File: config.mk
export PLATFORM = sky130hd
export DESIGN_NAME = bcd_to_bin_seq
export DESIGN_NICKNAME = d
export VERILOG_FILES = /design/src/rtl/bcd_to_bin_seq.sv
export SDC_FILE = /design/constraint.sdc
export NUM_CORES = 1
export LEC_CHECK = 0
export ABC_AREA = 1
export BUFFER_PORTS_ARGS = -buffer_cell sky130_fd_sc_hd__buf_2
export CAP_MARGIN = 25
export CORE_UTILIZATION = 55
export DETAILED_ROUTE_END_ITERATION = 6
export PLACE_DENSITY = 0.79
export SYNTH_ARGS = -nofsm -noshare
export SYNTH_HDL_FRONTEND = slang
export SYNTH_SLANG_ARGS = --single-unit
File: constraint.sdc
create_clock -name clk -period 1.89 [get_ports clk]
set_clock_uncertainty 0.15 [all_clocks]
set_input_delay 0.4725 -clock clk [delete_from_list [all_inputs] [get_ports clk]]
set_output_delay 0.4725 -clock clk [all_outputs]
set_load 0.01 [all_outputs]
File: src/rtl/bcd_to_bin_seq.sv
// rtl/bcd_to_bin_seq.sv - sequential signed 4-digit BCD to two's-complement converter
module bcd_to_bin_seq #(
  parameter int DW = 12
) (
  input  logic          clk,
  input  logic          rst,
  input  logic          in_start,
  input  logic          in_Signo,
  input  logic [15:0]   in_digits,
  output logic [DW-1:0] out_Bin,
  output logic          out_busy,
  output logic          out_done,
  output logic          out_error
);

  typedef enum logic [1:0] {IDLE, SHIFT, DONE} state_t;

  // Largest positive magnitude; a negative result may reach one more than this.
  localparam logic [31:0] POS_MAX = 32'((64'd1 << (DW - 1)) - 64'd1);
  localparam logic [3:0]  LAST_IT = 4'd13;

  state_t       state, state_n;
  logic [15:0]  bcd;
  logic [13:0]  bin;
  logic [3:0]   cnt;
  logic         sign;
  logic         dig_err;
  logic         err_wait;

  logic         digits_bad;
  logic [29:0]  sh;
  logic [15:0]  bcd_corr;
  logic [31:0]  mag32;
  logic [DW-1:0] mag_dw;
  logic         range_err;
  logic         res_err;
  logic [DW-1:0] res_val;
  logic         finish;

  // Flag any incoming nibble above 9 so a bad request skips the shifting entirely.
  always_comb begin
    digits_bad = 1'b0;
    for (int i = 0; i < 4; i++) begin
      if (in_digits[i*4 +: 4] > 4'd9) digits_bad = 1'b1;
    end
  end

  // One reverse double-dabble step: shift right, then pull every nibble >= 8 down by 3.
  always_comb begin
    sh       = {bcd, bin} >> 1;
    bcd_corr = sh[29:14];
    for (int i = 0; i < 4; i++) begin
      if (sh[14 + i*4 +: 4] >= 4'd8) bcd_corr[i*4 +: 4] = sh[14 + i*4 +: 4] - 4'd3;
    end
  end

  // Range check and sign application on the accumulated magnitude.
  always_comb begin
    mag32     = {18'd0, bin};
    mag_dw    = mag32[DW-1:0];
    range_err = sign ? (mag32 > POS_MAX + 32'd1) : (mag32 > POS_MAX);
    res_err   = dig_err | range_err;
    res_val   = sign ? (~mag_dw + 1'b1) : mag_dw;
    // A digit error lingers one extra cycle in DONE so its pulse lands two edges after start.
    finish    = (state == DONE) && !(dig_err && !err_wait);
  end

  // Next-state decision.
  always_comb begin
    state_n = state;
    case (state)
      IDLE:    if (in_start) state_n = digits_bad ? DONE : SHIFT;
      SHIFT:   if (cnt == LAST_IT) state_n = DONE;
      DONE:    if (finish) state_n = IDLE;
      default: state_n = IDLE;
    endcase
  end

  // State, datapath and registered outputs.
  always_ff @(posedge clk) begin
    if (!rst) begin
      state     <= IDLE;
      bcd       <= '0;
      bin       <= '0;
      cnt       <= '0;
      sign      <= 1'b0;
      dig_err   <= 1'b0;
      err_wait  <= 1'b0;
      out_Bin   <= '0;
      out_busy  <= 1'b0;
      out_done  <= 1'b0;
      out_error <= 1'b0;
    end else begin
      state    <= state_n;
      out_busy <= (state_n != IDLE);
      out_done <= finish;
      case (state)
        IDLE: begin
          if (in_start) begin
            bcd      <= in_digits;
            sign     <= in_Signo;
            bin      <= '0;
            cnt      <= '0;
            dig_err  <= digits_bad;
            err_wait <= 1'b0;
          end
        end
        SHIFT: begin
          bcd <= bcd_corr;
          bin <= sh[13:0];
          cnt <= cnt + 4'd1;
        end
        DONE: begin
          err_wait <= 1'b1;
          if (finish) begin
            out_error <= res_err;
            out_Bin   <= res_err ? '0 : res_val;
          end
        end
        default: ;
      endcase
    end
  end

endmodule
==> results of run 1 <==
[synthesized netlist by cell type]
library cell  instances
nor2_1               15
a21oi_1              36
buf_1                 1
a311oi_1              1
a21oi_4               1
nand2_2               2
mux2_2                1
buf_2                 5
nand3_2               5
dfxtp_1              54
o2111ai_1             3
and3_1                2
clkbuf_1              9
o21ai_0              21
a21oi_2               5
a32oi_1               1
a221oi_1              1
nand2_1             126
nor2_2                3
or2_2                 1
a22oi_1               2
inv_1                44
o22ai_1               1
o211ai_1              3
nand4_1               1
a31oi_1               5
nor3_1                2
a211oi_1              1
ha_1                  9
inv_2                 1
nand3_1              24
buf_6                 1
[cell families after synthesis]
family | Yosys count | share of synthesized area (%)
fa+ha+maj | 9 | 4.18
mux | 1 | 0.418
simple gates | 181 | 28.4
buf+inv | 61 | 9.01
compound gates | 81 | 17.8
flops | 54 | 40.1
[per-layer routing]
metal | global-route usage, % | share of wire (%) | vias to the layer above
li1 | - | - | 1334
met1 | 31.0 | 48 | 1182
met5 | 0 | 0 | -
met2 | 39.8 | 47 | 61
met4 | 10.0 | 1.6 | 0
met3 | 4.03 | 3.8 | 11
[area by class of cell]
type                            instances  area, sq um
Inverter                               45          173
Sequential cell                        54         1080
Multi-Input combinational cell        272         1370
Clock inverter                          1         30.0
Tap cell                               67         83.8
Fill cell                             412         1580
Clock buffer                            7         76.3
Timing Repair Buffer                   52          330
[report_power, final]
group	leakage, nW	switching (mW)	internal [mW]
Sequential	0.439	0.0296	1.18
Clock	0.0524	0.350	0.397
Combinational	0.945	0.190	0.110
[path summary, 6_finish.rpt]
kind / endpoint / depth (start not counted)
hold / removal: bcd[15] / 3
hold reg to reg: out_Bin[11] / 2
setup / recovery: bcd[11] / 7
setup reg to reg: bcd[11] / 7
[repair_timing]
action	in CTS	in global routing
buffers inserted	0	8
resized for setup	0	1
setup endpoints to repair	0	9
[worst max-delay path, delay by kind of cell, from the launching register on]
family                 cells  cell delay [ps]
AO/OA/AOI/OAI              2              310
buffers and inverters      3              450
flip-flops                 1              360
AND/OR/NAND/NOR            2              400
[state kept, by name, indices dropped and copies added (netlist names)]
signal and flops:
out_done 1, out_Bin 12, bcd 16, out_error 1
cnt 4, sign 1, dig_err 1, state 2
err_wait 1, bin 14, out_busy 1
[metrics by stage]
stage | instances | worst slack [ps]
after floorplan | 387 | 373
after global placement | 482 | 199
after detailed placement | 482 | 131
after CTS | 490 | 108
after global routing | 498 | -12.4
final | 498 | 119
==> out/metrics.csv, run 1 <==
metric;value;unit
hold_slack;273;ps
synth.area.top_cells;dfxtp_1 (40%), nand2_1 (18%), a21oi_1 (6.7%);
synthesis.nets;416;
yosysTopAreaCell;dfxtp_1;
fmax;0.565;GHz
cts_made_buffers;5;
yosys_warnings;0;
io_buffers;34;
die_h;72.0;um
slew_headroom;70.7;%
cts_tree;done;
slowest_stage;dfxtp_1;
totalPowerFinal;2.26;mW
timing.final.crit_period;1770;ps
drt_iter0_markers;159;
avgSynthCellArea;6.96;sq um
n_antenna_cell;0;
power_leakage;1.44;nW
die_area;5180;sq um
clk_pin_slew;90;ps
r2r-start;state[1];
drtPass1Iterations;4;
maxCapViolCount;0;
status;finished clean;
antenna_found_initial;0;
htreeDepth;2;
final_layout_size_suffix_gt1_share;18.1;%
final_common_cell;nand2_1;
cp_max_fo;21;
start_util;57.0;%
hold_viol;0;
clockBufferDepth;2;
p_per_area;718;nW/um^2
grt_pass1_wl;9.87;mm
utilization;66.6;%
fp.dieW;72.0;um
ys_types;32;
rrSetupSlack;120;ps
synthCells;387;
grt_pass1_vias;2304;
critical-path-max-stage-delay;360;ps
cts_hold_buf;0;
ios;35;
worstPathCellList;inv_1 -> nand2_1 -> nand2_1 -> inv_2 -> o21ai_0 -> o2111ai_1 -> inv_1;
track_usage;24.0;%
worstPathRequired;1940;ps
hold_class;in2reg;
num_vias;2588;
clock_tree.root_cell;clkbuf_8;
crit_path_start;state[1];
path_class;reg2reg;
fin_crit_sh;93.7;%
clock_latency;300;ps
tightest_slew;439;ps
dpl.hpwl;4.21;mm
vias_per_cell;5.20;
synth_area;2690;sq um
ys_seq_elements;54;
slew_violations;0;
num-nets-final;459;
cp-start-kind;flop;
netlist.area_leader.share;40.1;%
antenna_left;0;
drc_errors;0;
gp_congestion;0.911;
min-delay-start;in_digits[15];
grt_max_degree;39;
core_area;4720;sq um
seq_area_frac_synth;40.1;%
wirelength;6.03;mm
ir_drop;542;uV
final_cell_mix;nand2_1 (126), dfxtp_1 (54), inv_1 (43);
place_area;2960;sq um
cts_sinks;54;
rows;25;
finalInstanceArea;3140;sq um
overflow;0;
cp.arrival;1820;ps
area_growth;16.7;%
cp-end-kind;flop;
setup_viol;0;
setup_tns;0;ps
wl_per_cell;12.1;um
Note: power is estimated with default switching activity, not from simulation.
==> run 2: changes to the inputs <==
Settings changed: GPL_TIMING_DRIVEN set to 0.
Clock period 1.89 ns to 1.75 ns, I/O delays scaled along.
==> run 2 against run 1 <==
Effect of this change: hold slack got worse by 13 ps; clock power grew 9.4%; flip-flop and latch count did not move; sequential share of layout area rose by 0.63 points; routed wire length up 5.0%; first-iteration DRC count is 19% lower; combinational power grew 5%; count of clock-buffer cells in the layout did not move; die area did not move; via count rose by 1.8%; critical path type is now in2reg; largest power group unchanged.
==> out/metrics.csv, run 2 (synthesis gave the netlist of run 1 again) <==
metric;value;unit;change
status;finished clean;;
htreeDepth;2;;unchanged
wl_per_cell;12.7;um;+5.2%
timing.final.crit_period;1650;ps;
switching_share;26.0;%;+0.76 points
setup_viol;0;;unchanged
cts_made_buffers;5;;unchanged
num_vias;2635;;+1.8%
maxCapViolCount;0;;unchanged
power_frac_comb;12.9;%;-0.4 points
p_switching;0.634;mW;+11%
place_area;2950;sq um;-0.46%
track_usage;25.5;%;+1.5 points
p_per_area;787;nW/um^2;+9.7%
cp.arrival;1670;ps;-150 ps
utilization;65.6;%;-0.98 points
largest_reg_flops;16;;unchanged
cp_max_fo;10;;-52%
dpl.hpwl;4.58;mm;+8.7%
fmax;0.605;GHz;
postCtsSetupBuffers;0;;unchanged
num-nets-final;458;;-0.22%
rows;25;;unchanged
cts_hold_buf;0;;unchanged
cts_tree;done;;
power_leakage;1.40;nW;-2.6%
die_h;72.0;um;unchanged
clock_latency;300;ps;about the same
grt_max_degree;16;;-59%
hold_path_depth;3;;unchanged
fp.dieW;72.0;um;unchanged
crit_path_start;rst;;
grt_pass1_vias;2371;;+2.9%
clockBufferDepth;2;;unchanged
wirelength;6.33;mm;+5.0%
antenna_found_initial;0;;unchanged
pwr-share-seq;53.6;%;about the same
top_regs;bcd x16, bin x14, out_Bin x12;;
slew_violations;0;;unchanged
drtPass1Iterations;4;;unchanged
tightest_slew;585;ps;+146 ps
final_common_cell;nand2_1;;
rrSetupSlack;100;ps;-20 ps
hold_slack;260;ps;-12.5 ps
start_util;57.0;%;unchanged
vias_per_cell;5.30;;+2.0%
final_cell_mix;nand2_1 (126), dfxtp_1 (53), inv_1 (42);;
ios;35;;unchanged
clock_tree.root_cell;clkbuf_8;;
gp_congestion;0.850;;-6.7%
rsz0062_at_grt;false;;
drt_iter0_markers;129;;-19%
path_class;in2reg;;
finalInstanceArea;3100;sq um;-1.5%
r2r-start;bin[0];;
n_antenna_cell;0;;unchanged
clock_power_share;33.5;%;+0.4 points
final_layout_size_suffix_gt1_share;16.7;%;-1.4 points
fin_crit_sh;94.5;%;
antenna_left;0;;unchanged
hold_class;in2reg;;
clk_pin_slew;90;ps;about the same
p_int;1.81;mW;+6.9%
die_area;5180;sq um;unchanged
cp-start-kind;input pin;;
slew_headroom;61.0;%;-9.7 points
worst-r2r-cell-count;9;;+2
endpoint;bcd[15];;
ir_drop;514;uV;-5.2%
core_area;4720;sq um;unchanged
totalPowerFinal;2.44;mW;+8.1%
cp-end-kind;flop;;
max_flop_register;bcd;;
drc_errors;0;;unchanged
io_buffers;34;;unchanged
hold_viol;0;;unchanged
worstPathRequired;1770;ps;-170 ps
reg2reg_to;out_Bin[5];;
grt_pass1_wl;10.5;mm;+6.0%
overflow;0;;unchanged
cts_sinks;54;;unchanged
area_growth;15.0;%;
==> run 2: cell count changes in the layout (fill, tap and decap cells not counted), sizes merged <==
cell,delta
inv,+1
buf,-10
clkinvlp,-1
clkbuf,+9
==> run 2: stage by stage <==
step	TNS [ps]	setup slack, ps	instances
2_1_floorplan	0	233	387
3_3_place_gp	-3890	-193	488
6_report	0	96.8	497
3_5_place_dp	-3720	-176	488
4_1_cts	0	7.61	496
5_1_grt	0	6.88	497
==> run 2: worst min-delay path by stage <==
stage | from | endpoint | slack, ps
floorplan | bcd[15] | bcd[15] | 290
global placement | bcd[15] | bcd[15] | 300
detailed placement | out_Bin[0] | out_Bin[0] | 300
CTS | in_digits[15] | bcd[15] | 250
global route | in_digits[11] | bcd[11] | 260
finish | in_digits[12] | bcd[12] | 260
==> run 2: critical path: stages <==
cell	delay [ps]
buf_2	150
inv_1	80
clkbuf_1	430
buf_1	490
a21oi_1	80
==> run 2: layout make-up <==
class                   count  area (sq um)
clock inverters             1          30.0
multi-input cells         272          1400
repair buffers             35           181
plain buffers              16          73.8
clock buffers               7          76.3
flip-flops and latches     54          1080
well taps                  67          83.8
fillers                   429          1630
inverters                  45           171
==> run 2: power by group through the flow <==
stage / logic, mW / registers, mW / clock network (mW)
CTS: 0.304 / 1.31 / 0.833
detailed placement: 0.303 / 1.34 / 0
floorplan: 0.202 / 1.33 / 0
global route: 0.352 / 1.31 / 0.886
finish: 0.316 / 1.31 / 0.816
global placement: 0.295 / 1.33 / 0
==> run 2: routing by layer <==
metal | global-route usage (%) | part of all wire, % | up-vias
met5 | 0 | 0 | -
met4 | 9.15 | 1.1 | 0
met3 | 4.58 | 3.8 | 8
met2 | 44.3 | 49 | 63
met1 | 31.6 | 46 | 1223
li1 | - | - | 1341
==> run 2: timing repair <==
item | in CTS | in global routing
setup endpoints to repair | 0 | 22
endpoints found under the hold margin | 0 | 0
resized for setup | 0 | 13
